==> src/rtl/video_pkg.sv <==
// Shared definitions for the raster timing generator: pattern mode codes,
// the colour-bar table and the bounce step used by the optional moving box.
package video_pkg;

  typedef logic [23:0] rgb_t;

  localparam logic [2:0] MODE_SOLID    = 3'd0;
  localparam logic [2:0] MODE_BARS     = 3'd1;
  localparam logic [2:0] MODE_GRID     = 3'd2;
  localparam logic [2:0] MODE_GRADIENT = 3'd3;

  // Left-to-right bar order: white, yellow, cyan, green, magenta, red, blue, black
  localparam rgb_t BAR_TABLE [8] = '{
    24'hFFFFFF, 24'hFFFF00, 24'h00FFFF, 24'h00FF00,
    24'hFF00FF, 24'hFF0000, 24'h0000FF, 24'h000000
  };

  // One frame step of a bouncing coordinate; returns {up_next, pos_next}.
  function automatic logic [12:0] bounce_step(input logic [11:0] pos,
                                              input logic        up,
                                              input logic [11:0] limit);
    if (up) begin
      if (pos >= limit) return {1'b0, pos - 12'd1};
      else              return {1'b1, pos + 12'd1};
    end else begin
      if (pos == 12'd0) return {1'b1, pos + 12'd1};
      else              return {1'b0, pos - 12'd1};
    end
  endfunction

endpackage

==> src/rtl/video_pattern.sv <==
// Combinational test-pattern colour for one raster position, blanked outside
// the visible area. The inverting box exists only when VTG_BOUNCE_EN is defined.
module video_pattern
  import video_pkg::*;
#(
  parameter int H_ACTIVE  = 1280,
  parameter int V_ACTIVE  = 390,
`ifdef VTG_BOUNCE_EN
  parameter int BOX_SIZE  = 32,
`endif
  parameter int GRID_LOG2 = 4
) (
  input  logic [11:0] cx,
  input  logic [11:0] cy,
  input  logic [2:0]  mode,
  input  rgb_t        solid,
  input  logic [7:0]  frame_cnt,
`ifdef VTG_BOUNCE_EN
  input  logic [11:0] box_x,
  input  logic [11:0] box_y,
`endif
  output logic        draw,
  output rgb_t        rgb
);

  logic [7:1] past_edge;
  logic [2:0] bar_idx;
  logic       grid_on;
  rgb_t       base;
  rgb_t       shown;

  // Bar boundaries are constants, so each edge is a single comparator.
  for (genvar gi = 1; gi < 8; gi++) begin : g_bar_edge
    assign past_edge[gi] = ({1'b0, cx} >= 13'((gi * H_ACTIVE) / 8));
  end

  always_comb begin
    bar_idx = '0;
    for (int k = 1; k < 8; k++) begin
      if (past_edge[k]) bar_idx = 3'(k);
    end
  end

  assign grid_on = (cx[GRID_LOG2-1:0] == '0) || (cy[GRID_LOG2-1:0] == '0);
  assign draw    = ({1'b0, cx} < 13'(H_ACTIVE)) && ({1'b0, cy} < 13'(V_ACTIVE));

  always_comb begin
    base = '0;
    case (mode)
      MODE_SOLID:    base = solid;
      MODE_BARS:     base = BAR_TABLE[bar_idx];
      MODE_GRID:     base = grid_on ? 24'hFFFFFF : 24'h000000;
      MODE_GRADIENT: base = {cx[7:0], cy[7:0], frame_cnt};
      default:       base = '0;
    endcase
  end

`ifdef VTG_BOUNCE_EN
  logic in_box;
  assign in_box = ({1'b0, cx} >= {1'b0, box_x}) && ({1'b0, cx} < {1'b0, box_x} + 13'(BOX_SIZE)) &&
                  ({1'b0, cy} >= {1'b0, box_y}) && ({1'b0, cy} < {1'b0, box_y} + 13'(BOX_SIZE));
  assign shown  = in_box ? ~base : base;
`else
  assign shown  = base;
`endif

  assign rgb = draw ? shown : '0;

endmodule

==> src/rtl/video_timing_gen.sv <==
// Raster timing generator with selectable test pattern; all outputs registered
// once (latency 1). Define VTG_BOUNCE_EN to add the bouncing inverted box.
module video_timing_gen
  import video_pkg::*;
#(
  parameter int H_ACTIVE  = 1280,
  parameter int H_FP      = 32,
  parameter int H_SYNC    = 96,
  parameter int H_TOTAL   = 1440,
  parameter int V_ACTIVE  = 390,
  parameter int V_FP      = 1,
  parameter int V_SYNC    = 24,
  parameter int V_TOTAL   = 442,
  parameter bit HS_POL    = 1'b1,
  parameter bit VS_POL    = 1'b1,
  parameter int GRID_LOG2 = 4,
  parameter int BOX_SIZE  = 32
) (
  input  logic        clk,
  input  logic        reset,
  input  logic [2:0]  mode,
  input  logic [23:0] solid_rgb,
  output logic        DrawArea,
  output logic        hSync,
  output logic        vSync,
  output logic [7:0]  red,
  output logic [7:0]  green,
  output logic [7:0]  blue,
  output logic [11:0] pix_x,
  output logic [11:0] pix_y,
  output logic        frame_start,
  output logic [7:0]  frame_cnt
);

  if (H_ACTIVE + H_FP + H_SYNC > H_TOTAL || H_TOTAL > 4096 || H_ACTIVE < 8) begin : g_bad_h
    $error("video_timing_gen: illegal horizontal timing parameters");
  end
  if (V_ACTIVE + V_FP + V_SYNC > V_TOTAL || V_TOTAL > 4096 || V_ACTIVE < 1) begin : g_bad_v
    $error("video_timing_gen: illegal vertical timing parameters");
  end
  if (GRID_LOG2 < 1 || GRID_LOG2 > 8 || BOX_SIZE < 1) begin : g_bad_pattern
    $error("video_timing_gen: illegal pattern parameters");
  end

  localparam logic [11:0] H_LAST   = 12'(H_TOTAL - 1);
  localparam logic [11:0] V_LAST   = 12'(V_TOTAL - 1);
  localparam logic [12:0] HS_START = 13'(H_ACTIVE + H_FP);
  localparam logic [12:0] HS_END   = 13'(H_ACTIVE + H_FP + H_SYNC);
  localparam logic [12:0] VS_START = 13'(V_ACTIVE + V_FP);
  localparam logic [12:0] VS_END   = 13'(V_ACTIVE + V_FP + V_SYNC);

  logic [11:0] cx_reg, cy_reg;
  logic [7:0]  frame_cnt_reg;
  logic [2:0]  mode_reg;
  rgb_t        solid_reg;
  logic        frame_end;
  logic        hs_win, vs_win;
  logic        draw;
  rgb_t        rgb;

  // Last pixel of the frame: mode, colour, frame count and box all advance here.
  assign frame_end = (cx_reg == H_LAST) && (cy_reg == V_LAST);
  assign hs_win    = ({1'b0, cx_reg} >= HS_START) && ({1'b0, cx_reg} < HS_END);
  assign vs_win    = ({1'b0, cy_reg} >= VS_START) && ({1'b0, cy_reg} < VS_END);

`ifdef VTG_BOUNCE_EN
  localparam logic [11:0] BOX_X_MAX = 12'(H_ACTIVE - BOX_SIZE);
  localparam logic [11:0] BOX_Y_MAX = 12'(V_ACTIVE - BOX_SIZE);

  if (BOX_SIZE >= H_ACTIVE || BOX_SIZE >= V_ACTIVE) begin : g_bad_box
    $error("video_timing_gen: BOX_SIZE must be smaller than the active area");
  end

  logic [11:0] box_x_reg, box_y_reg;
  logic        box_right_reg, box_down_reg;

  always_ff @(posedge clk) begin
    if (reset) begin
      box_x_reg     <= '0;
      box_y_reg     <= '0;
      box_right_reg <= 1'b1;
      box_down_reg  <= 1'b1;
    end else if (frame_end) begin
      {box_right_reg, box_x_reg} <= bounce_step(box_x_reg, box_right_reg, BOX_X_MAX);
      {box_down_reg, box_y_reg}  <= bounce_step(box_y_reg, box_down_reg, BOX_Y_MAX);
    end
  end
`endif

  video_pattern #(
    .H_ACTIVE  (H_ACTIVE),
    .V_ACTIVE  (V_ACTIVE),
`ifdef VTG_BOUNCE_EN
    .BOX_SIZE  (BOX_SIZE),
`endif
    .GRID_LOG2 (GRID_LOG2)
  ) u_pattern (
    .cx        (cx_reg),
    .cy        (cy_reg),
    .mode      (mode_reg),
    .solid     (solid_reg),
    .frame_cnt (frame_cnt_reg),
`ifdef VTG_BOUNCE_EN
    .box_x     (box_x_reg),
    .box_y     (box_y_reg),
`endif
    .draw      (draw),
    .rgb       (rgb)
  );

  always_ff @(posedge clk) begin
    if (reset) begin
      cx_reg        <= '0;
      cy_reg        <= '0;
      frame_cnt_reg <= '0;
      mode_reg      <= MODE_SOLID;
      solid_reg     <= '0;
      DrawArea      <= 1'b0;
      hSync         <= ~HS_POL;
      vSync         <= ~VS_POL;
      red           <= '0;
      green         <= '0;
      blue          <= '0;
      pix_x         <= '0;
      pix_y         <= '0;
      frame_start   <= 1'b0;
      frame_cnt     <= '0;
    end else begin
      if (cx_reg == H_LAST) begin
        cx_reg <= '0;
        cy_reg <= (cy_reg == V_LAST) ? 12'd0 : cy_reg + 12'd1;
      end else begin
        cx_reg <= cx_reg + 12'd1;
      end
      if (frame_end) begin
        mode_reg      <= mode;
        solid_reg     <= solid_rgb;
        frame_cnt_reg <= frame_cnt_reg + 8'd1;
      end
      DrawArea           <= draw;
      hSync              <= hs_win ? HS_POL : ~HS_POL;
      vSync              <= vs_win ? VS_POL : ~VS_POL;
      {red, green, blue} <= rgb;
      pix_x              <= cx_reg;
      pix_y              <= cy_reg;
      frame_start        <= (cx_reg == 12'd0) && (cy_reg == 12'd0);
      frame_cnt          <= frame_cnt_reg;
    end
  end

endmodule

==> config.mk <==
export PLATFORM = sky130hd
export DESIGN_NAME = video_timing_gen
export DESIGN_NICKNAME = d
export VERILOG_FILES = /design/src/rtl/video_pkg.sv /design/src/rtl/video_pattern.sv /design/src/rtl/video_timing_gen.sv
export SDC_FILE = /design/constraint.sdc
export NUM_CORES = 1
export LEC_CHECK = 0
export BUFFER_PORTS_ARGS = -buffer_cell sky130_fd_sc_hd__clkbuf_2
export CORE_MARGIN = 4
export CORE_UTILIZATION = 55
export DETAILED_ROUTE_END_ITERATION = 12
export PLACE_DENSITY = 0.83
export SKIP_CTS_REPAIR_TIMING = 1
export SLEW_MARGIN = 20
export SYNTH_ARGS = -nofsm -noshare
export SYNTH_HDL_FRONTEND = slang
export SYNTH_SLANG_ARGS = --single-unit
==> constraint.sdc <==
create_clock -name clk -period 3.1 [get_ports clk]
set_clock_uncertainty 0.15 [all_clocks]
set_input_delay 0 -clock clk [delete_from_list [all_inputs] [get_ports clk]]
set_output_delay 0 -clock clk [all_outputs]
set_load 0.01 [all_outputs]
==> flow_summary.toml <==
[sta]
setup_violations = 0
fmax_mhz = 378
period_needed_ns = 2.65
fin_setup_tns_ns = 0
maxSlewViolCount = 0
setup_slack_ns = 0.451
hold_viol = 0
rsz0062_at_grt = "false"
max-slew-margin-rel = 0.420
max_slew.worst_pin.slew_ns = 0.870
fin_crit_sh = 0.854

[global_routing]
antenna_found_initial = 0
grt_pass1_wl_mm = 19.2
grt_max_degree = 79
gr-total-overflow = 0
first_global_vias = 3850
grtUsageTotal = 0.241
met3_usage = 0.0751
gr-usage-met1 = 0.326
use_met2 = 0.369
busiest_layer = "met2"

[route]
first_pass_iters = 6
avgViaCountPerCell = 5.91
drc = 0
ant_nets = 0
vias = 4312
first_iter_violations = 486
totalWireLength_mm = 12.2
wl_per_cell_um = 16.7

[clock_tree]
clkTransAtPathRegs_ns = 0.06
clk-insertion-delay-late_ns = 0.52
clock_sinks = 119
cts-root-buf = "clkbuf_8"
cts_buffers = 17
clk_path_buf_depth = 2
cts_tree = "yes"
cts_max_level = 4

[placement]
port_buffers = 88
place_hpwl_mm = 7.77
place_ws_ns = 0.520
gp_congestion = 0.916

[power]
seq_power_share = 0.439
power_leakage_nw = 2.29
switching_power_mw = 0.691
clkPwrFrac = 0.532
p_int_mw = 2.82
switching_share = 0.197
vdd_drop_max_uv = 343
power.density_nw_per_um2 = 588
p_comb_frac = 0.029

[floorplanning]
core-area_um2 = 8220
die_h_um = 100
die_w_um = 100
start_util = 0.568
rows = 33
ios = 89
die_area_um2 = 10000

[critical_path]
start_kind = "flip-flop"
crit_buf_inv = 1
critPathMaxStageDelay_ns = 0.56
crit_fanout = 37
crit_family = "simple AND/OR/NAND/NOR gates"
critical_path_class = "reg2reg"
cpMaxStageDelayCell = "or4_1"
cp.arrival_ns = 2.90
worstPathRequired_ns = 3.36
crit_chain = "or3_1 > or4_1 > buf_4 > nor4_1 > mux2_1"
worstSetupEndpointType = "flip-flop"

[synth]
async_reset_ff_frac = 0
syn_avg_cell_area_um2 = 9.02
syn_inst = 517
yosysUniqueCellTypes = 48
synth_nets = 552
yosysWarnings = 0
netlist_area_um2 = 4660
synth-seq-cells = 119
yosysSeqAreaShare = 0.511
synth_edf_count = 0
ys.flop_type = "dfxtp_1"

[run]
maxCapViolCount = 0

[hold_path]
hold_path.class = "in2reg"

[final_layout]
largest_register_ffs = 24
n_antenna_cell = 0
finalNetCount = 650
area_growth_pct = 28.2
layout-drive-gt1-share = 0.205

[run_status]
status = "complete, no violations"
## power groups by stage
stage,clock (mW),sequential (mW),combinational (mW)
after global placement,0,1.57,0.0701
after floorplan,0,1.58,0.0374
after detailed placement,0,1.58,0.0718
final,1.87,1.54,0.102
after global routing,1.95,1.54,0.110
after CTS,1.88,1.54,0.0731
## metrics by stage
stage               cells  hold slack [ns]  power, mW  area, um^2   util
floorplan             517          -0.0711       1.61        4660      -
global placement      673           0.0892       1.64        5140  0.625
detailed placement    673           0.0940       1.65        5140  0.625
CTS                   702           -0.455       3.50        5700  0.694
global route          730            0.120       3.61        5980  0.728
finish                730            0.108       3.51        5980  0.728
## worst paths after layout
check / start / end / slack, ns / depth (start not counted)
worst max register to register: cy_reg[9] / frame_cnt_reg[7] / 0.45 / 5
worst max-delay path: cy_reg[9] / frame_cnt_reg[7] / 0.45 / 5
worst min-delay path: solid_rgb[6] / solid_reg[6] / 0.11 / 4
worst min register to register: solid_reg[10] / solid_reg[10] / 0.33 / 2
## cell usage after synthesis, types with 7 or more instances
library cell | number | area share
nor2b_1 | 26 | 0.035
or4_1 | 7 | 0.011
nor2_1 | 40 | 0.032
o21ai_0 | 33 | 0.035
nand2_1 | 10 | 0.0080
nor4_1 | 11 | 0.015
nand3_1 | 44 | 0.047
inv_1 | 9 | 0.0072
a22oi_1 | 24 | 0.039
clkbuf_1 | 38 | 0.031
a21oi_1 | 54 | 0.058
dfxtp_1 | 119 | 0.51
a31oi_1 | 9 | 0.012
nor3_1 | 10 | 0.011
xnor2_1 | 10 | 0.019
## cell type report
cell class	count	area, um^2
fillers	573	2240
clock buffers	26	498
well taps	105	131
clock inverters	3	65.1
flip-flops and latches	119	2380
repair buffers	124	781
inverters	9	33.8
multi-input cells	344	2090
## metal layers
metal	vias up	share of wire	routed length [um]
met5	-	0	0
met4	0	0.029	355
li1	2046	-	-
met1	1966	0.42	5070
met3	47	0.093	1140
met2	253	0.46	5620
## logic make-up (layout without fill, tap and decap cells)
logic type / after synthesis / in the layout / synth area share
fa+ha+maj: 6 / 6 / 0.0161
buf+inv: 54 / 162 / 0.0451
xor+xnor: 14 / 14 / 0.0263
simple gates: 180 / 180 / 0.211
mux: 6 / 6 / 0.0153
compound gates: 138 / 138 / 0.176
flops: 119 / 119 / 0.511
## cell usage in the layout, fill, tap and decap left out, types with 9 or more instances in the layout
cell type | Yosys | final
xnor2_1 | 10 | 10
nor2b_1 | 26 | 26
o21ai_0 | 33 | 33
a21oi_1 | 54 | 54
clkbuf_2 | 0 | 88
nand3_1 | 44 | 44
dlygate4sd3_1 | 0 | 28
dfxtp_1 | 119 | 119
a31oi_1 | 9 | 9
a22oi_1 | 24 | 24
nor4_1 | 11 | 10
inv_1 | 9 | 9
nor2_1 | 40 | 40
nand2_1 | 10 | 10
clkbuf_16 | 0 | 16
## worst reg2reg max path, cell delays in order (launching register included)
cell and delay [ns]:
dfxtp_1 0.34, or3_1 0.51, or4_1 0.56, buf_4 0.26, nor4_1 0.34, mux2_1 0.37
Power figures use the tool's default switching activity.
